## src/rtl/dbus_axi_bridge.sv

```systemverilog
//------------------------------------------------------------------------------
// Module      : dbus_axi_bridge
// Description : Data-bus handshake responder that turns each accepted
//               uncached load/store into one single-beat AXI4 transaction.
// Revision    : 1.0 - initial release
//------------------------------------------------------------------------------
`default_nettype none

module dbus_axi_bridge #(
    parameter logic [3:0] ID = 4'd0
) (
    input  logic        clk,
    input  logic        reset,
    // data-bus side
    input  logic        dcache_req,
    input  logic        dcache_wr,
    input  logic [3:0]  dcache_wstrb,
    input  logic [2:0]  dcache_size,
    input  logic [31:0] dcache_addr,
    input  logic [31:0] dcache_wdata,
    output logic        dcache_addr_ok,
    output logic        dcache_data_ok,
    output logic [31:0] dcache_rdata,
    output logic        bus_err,
    // read address channel
    output logic [3:0]  arid,
    output logic [31:0] araddr,
    output logic [7:0]  arlen,
    output logic [2:0]  arsize,
    output logic [1:0]  arburst,
    output logic        arvalid,
    input  logic        arready,
    // read data channel
    input  logic [31:0] rdata,
    input  logic [1:0]  rresp,
    input  logic        rvalid,
    output logic        rready,
    // write address channel
    output logic [3:0]  awid,
    output logic [31:0] awaddr,
    output logic [7:0]  awlen,
    output logic [2:0]  awsize,
    output logic [1:0]  awburst,
    output logic        awvalid,
    input  logic        awready,
    // write data channel
    output logic [31:0] wdata,
    output logic [3:0]  wstrb,
    output logic        wlast,
    output logic        wvalid,
    input  logic        wready,
    // write response channel
    input  logic [1:0]  bresp,
    input  logic        bvalid,
    output logic        bready
);

    localparam logic [2:0] c_st_idle   = 3'd0;
    localparam logic [2:0] c_st_rd_ar  = 3'd1;
    localparam logic [2:0] c_st_rd_r   = 3'd2;
    localparam logic [2:0] c_st_wr_aww = 3'd3;
    localparam logic [2:0] c_st_wr_b   = 3'd4;
    localparam logic [2:0] c_st_done   = 3'd5;

    logic [2:0]  r_state;
    logic [2:0]  w_next;
    logic [31:0] r_addr;
    logic [31:0] r_wdata;
    logic [3:0]  r_wstrb;
    logic [2:0]  r_size;
    logic        r_wr;
    logic        r_aw_done;
    logic        r_w_done;
    logic [31:0] r_rdata;
    logic        r_err;
    logic [2:0]  w_size_clamped;
    logic        w_aw_hs;
    logic        w_w_hs;

    // Sizes above a word are not supported by a 32-bit bus; issue a word.
    assign w_size_clamped = (r_size > 3'd2) ? 3'd2 : r_size;

    assign dcache_addr_ok = (r_state == c_st_idle);
    assign dcache_data_ok = (r_state == c_st_done);
    assign bus_err        = (r_state == c_st_done) & r_err;
    assign dcache_rdata   = r_rdata;

    assign arid    = ID;
    assign araddr  = r_addr;
    assign arlen   = 8'd0;
    assign arsize  = w_size_clamped;
    assign arburst = 2'b01;
    assign arvalid = (r_state == c_st_rd_ar);
    assign rready  = (r_state == c_st_rd_r);

    assign awid    = ID;
    assign awaddr  = r_addr;
    assign awlen   = 8'd0;
    assign awsize  = w_size_clamped;
    assign awburst = 2'b01;
    assign awvalid = (r_state == c_st_wr_aww) & ~r_aw_done;
    assign wdata   = r_wdata;
    assign wstrb   = r_wstrb;
    assign wvalid  = (r_state == c_st_wr_aww) & ~r_w_done;
    assign wlast   = wvalid;
    assign bready  = (r_state == c_st_wr_b);

    assign w_aw_hs = awvalid & awready;
    assign w_w_hs  = wvalid & wready;

    always_comb begin
        w_next = r_state;
        case (r_state)
            c_st_idle: begin
                if (dcache_req) begin
                    w_next = dcache_wr ? c_st_wr_aww : c_st_rd_ar;
                end
            end
            c_st_rd_ar: begin
                if (arready) begin
                    w_next = c_st_rd_r;
                end
            end
            c_st_rd_r: begin
                if (rvalid) begin
                    w_next = c_st_done;
                end
            end
            c_st_wr_aww: begin
                // Either channel may finish first; a same-cycle handshake counts.
                if ((r_aw_done | w_aw_hs) & (r_w_done | w_w_hs)) begin
                    w_next = c_st_wr_b;
                end
            end
            c_st_wr_b: begin
                if (bvalid) begin
                    w_next = c_st_done;
                end
            end
            c_st_done: begin
                w_next = c_st_idle;
            end
            default: begin
                w_next = c_st_idle;
            end
        endcase
    end

    always_ff @(posedge clk or negedge reset) begin
        if (!reset) begin
            r_state   <= c_st_idle;
            r_addr    <= 32'd0;
            r_wdata   <= 32'd0;
            r_wstrb   <= 4'd0;
            r_size    <= 3'd0;
            r_wr      <= 1'b0;
            r_aw_done <= 1'b0;
            r_w_done  <= 1'b0;
            r_rdata   <= 32'd0;
            r_err     <= 1'b0;
        end else begin
            r_state <= w_next;
            case (r_state)
                c_st_idle: begin
                    if (dcache_req) begin
                        r_addr    <= dcache_addr;
                        r_wdata   <= dcache_wdata;
                        r_wstrb   <= dcache_wstrb;
                        r_size    <= dcache_size;
                        r_wr      <= dcache_wr;
                        r_aw_done <= 1'b0;
                        r_w_done  <= 1'b0;
                    end
                end
                c_st_rd_r: begin
                    if (rvalid) begin
                        r_rdata <= rdata;
                        r_err   <= (rresp != 2'b00);
                    end
                end
                c_st_wr_aww: begin
                    if (w_aw_hs) begin
                        r_aw_done <= 1'b1;
                    end
                    if (w_w_hs) begin
                        r_w_done <= 1'b1;
                    end
                end
                c_st_wr_b: begin
                    if (bvalid) begin
                        r_err <= (bresp != 2'b00);
                    end
                end
                default: begin
                end
            endcase
        end
    end

    // Captured direction is kept for debug visibility only.
    logic w_unused;
    assign w_unused = r_wr;

endmodule

`default_nettype wire

```

## config.mk

```make
export PLATFORM = sky130hd
export DESIGN_NAME = dbus_axi_bridge
export DESIGN_NICKNAME = d
export VERILOG_FILES = /design/src/rtl/dbus_axi_bridge.sv
export SDC_FILE = /design/constraint.sdc
export NUM_CORES = 1
export LEC_CHECK = 0
export ABC_AREA = 1
export CORE_MARGIN = 2
export CORE_UTILIZATION = 30
export DETAILED_ROUTE_END_ITERATION = 10
export GPL_ROUTABILITY_DRIVEN = 1
export HOLD_SLACK_MARGIN = 0.08
export PLACE_DENSITY = 0.64
export SLEW_MARGIN = 20
export SYNTH_ARGS = -nofsm -noshare
export SYNTH_HDL_FRONTEND = slang
export SYNTH_SLANG_ARGS = --single-unit
```

## constraint.sdc

```tcl
create_clock -name clk -period 1.5 [get_ports clk]
set_input_delay 0.3 -clock clk [delete_from_list [all_inputs] [get_ports clk]]
set_output_delay 0.3 -clock clk [all_outputs]
set_load 0.05 [all_outputs]
```

==> impl_metrics.tcl <==
set metrics [dict create \
    cts_buffers 9 \
    setup_tns_ns -9.19 \
    gr-usage-all-layers_pct 18.5 \
    antenna_found_initial 0 \
    drt-vias-per-instance 4.51 \
    hpwl_mm 12.0 \
    reg2reg_depth 10 \
    cp-startpoint "r_state[2]" \
    cts_max_path_buffers 2 \
    final.min_clock_period_ns 1.70 \
    worstSkewPairLatency_ns 0.35 \
    ys_ff_latch 109 \
    max_freq_mhz 587 \
    setup_violations 80 \
    die_x_um 133 \
    diodes 0 \
    grt_pass1_vias 4775 \
    synth_top_cells_by_area "dfrtp_1, nand2_1, buf_4, o21ai_0, nand3_1" \
    cts_sinks 109 \
    hold_viol_final 0 \
    yosys.area.top_type_share_pct 54.5 \
    n_fill_cell 1284 \
    grt_pass1_wl_mm 25.7 \
    root_buffer "clkbuf_16" \
    crit_slowest_cell "dfrtp_2" \
    rr_endpoint "araddr[30]" \
    cts_tree "yes" \
    violations "setup timing" \
    synthTopCellsByCount "nand2_1, dfrtp_1, o21ai_0" \
    period_share_pct 114 \
    worstSetupEndpoint "araddr[30]" \
    yosysSeqAreaShare_pct 54.5 \
    drive_gt1_share_pct 38.6 \
    drv_cap 0 \
    powerDensity_mw_per_mm2 2700 \
    hold_ws_ns 0.415 \
    end_kind "register" \
    synth-main-ff-cell "dfrtp_1" \
    synth_warnings 0 \
    ant_nets 0 \
    path_clk_slew_ns 0.08 \
    layout.nets 961 \
    io_buffers 260 \
    drt_iter0_drc 151 \
    p_leak_nw 4.99 \
    clock_skew_ns 0.00909 \
    r2r_slack_ns -0.20 \
    critical_path_class "register to register" \
    synthesis.area_mm2 0.00501 \
    ff_latch_area_mm2 0.00273 \
    core-area_mm2 0.0165 \
    finalWirelength_mm 17.9 \
    status "complete, but fails checks" \
    slowest_delay_ns 0.48 \
    via_count 4827 \
    synth_edf_count 0 \
    dieArea_mm2 0.0177 \
    ios 291 \
    synth.distinct_cells 22 \
    h-tree-depth 3 \
    critical_path.startpoint_type "register" \
    drc 0 \
    peakVddDrop_mv 1.71 \
    hp-class "primary input to async pin" \
    areaGrowthSynthToFinish_pct 107 \
    r2r-start "r_state[2]" \
    final_max_slew_viol_count 0 \
    dr.pass1.iters 6 \
    setup_slack_ns -0.203 \
    multi_input_area_mm2 0.00206 \
    crit_path_max_fanout 6 \
    path_cells "nor2_4 > nand2_4 > buf_6 > buf_6 > nor2_4 > buf_8 > buf_12 > clkbuf_16 > nand2_4 > nand2_2" \
    grt_max_degree 62 \
    async_flop_share_pct 100 \
    dp_cells 1022 \
    synthCells 582 \
    postSynthAreaPerCell_um2 8.61 \
    gp_congestion 0.789 \
    start_util_pct 30.4 \
    placementRows 47 \
    rsz0062_at_grt "yes" \
    required_ns 1.80 \
    globalRouteOverflowTotal 0 \
    wl_per_cell_um 16.7 \
    die_h_um 133 \
    finalNonFillerCells 1070 \
    yosysMostFrequentCell "nand2_1" \
    synth_largest_area_cell "dfrtp_1" \
    cp.arrival_ns 2.00 \
]
==> worst max-delay path: cells and delay by family, from the launching register on <==
family	cells	cell delay, ns
DFF	1	0.48
and+or+nand+nor	5	0.49
buffers and inverters	5	0.66
==> cell type report <==
cell class | count | area share, %
Timing Repair Buffer | 321 | 47.3
Sequential cell | 109 | 26.3
Clock buffer | 10 | 2.30
Inverter | 16 | 0.723
Tap cell | 220 | 2.65
Multi-Input combinational cell | 388 | 19.9
Clock inverter | 6 | 0.831
==> cells in the final DEF (no fill, tap or decap), types with 7 or more instances in the layout <==
cell type	Yosys	layout
buf_12	0	158
buf_4	68	28
clkbuf_16	0	18
clkdlybuf4s50_1	0	114
conb_1	2	30
dfrtp_1	109	107
nand2_1	219	144
nand2_2	2	48
nand2_4	0	28
nand3_1	39	38
nor2_1	14	8
nor2_4	1	7
o21ai_0	75	55
o21ai_1	1	16
==> layer usage <==
metal	track usage [%]	part of all wire, %	vias up
met5	0	0	-
met4	5.79	1.7	0
met3	6.66	9.4	24
met2	30.9	51	219
met1	22.4	38	2308
li1	-	-	2276
==> power breakdown <==
| part | total [W] | switching, W | internal [W] |
|---|---|---|---|
| Combinational | 0.0193 | 0.0102 | 0.00907 |
| Clock | 0.00263 | 0.00112 | 0.00151 |
| Sequential | 0.00611 | 0.00181 | 0.00430 |
| Total | 0.0280 | 0.0131 | 0.0149 |
==> timing repair <==
| action | CTS | global route |
|---|---|---|
| setup endpoints to repair | 11 | 115 |
| pin swaps | 5 | 5 |
| endpoints found under the hold margin | 21 | 0 |
| setup buffers | 11 | 8 |
| gates resized for setup | 24 | 140 |
| hold buffers | 1 | 0 |
| gates cloned | 1 | 13 |
==> kinds of logic (layout without fill, tap and decap cells) <==
kind of cell,Yosys count,in the layout,share of synthesized area (%)
flip-flops,109,109,54.5
AND/OR/NAND/NOR,281,281,22.6
other,2,30,0.150
buffers and inverters,113,353,15.1
AO/OA/AOI/OAI,77,77,7.72
==> worst min path at each step <==
stage / end / startpoint / slack, ns
2_1_floorplan: araddr[0] / reset / 0.004
3_3_place_gp: dcache_rdata[2] / reset / 0.23
3_5_place_dp: dcache_rdata[2] / reset / 0.24
4_1_cts: dcache_rdata[2] / reset / 0.41
5_1_grt: dcache_rdata[8] / reset / 0.43
6_report: dcache_rdata[6] / reset / 0.42
==> stage by stage <==
step                util (%)  power, W  instance area [um2]  setup slack [ns]
finish                  63.1    0.0280                10400            -0.203
global route            63.1    0.0292                10400            -0.273
CTS                     58.7    0.0270                 9670            -0.214
detailed placement      55.5    0.0237                 9140           -0.0405
global placement        55.5    0.0235                 9140          -0.00558
floorplan                  -    0.0145                 5170            -0.114
==> sequential cells by signal, indices dropped and copies added (netlist names) <==
name          count
araddr           32
dcache_rdata     32
wdata            32
wstrb             4
r_size            3
r_state           3
r_aw_done         1
r_err             1
r_w_done          1
(Power assumes the default switching activity.)
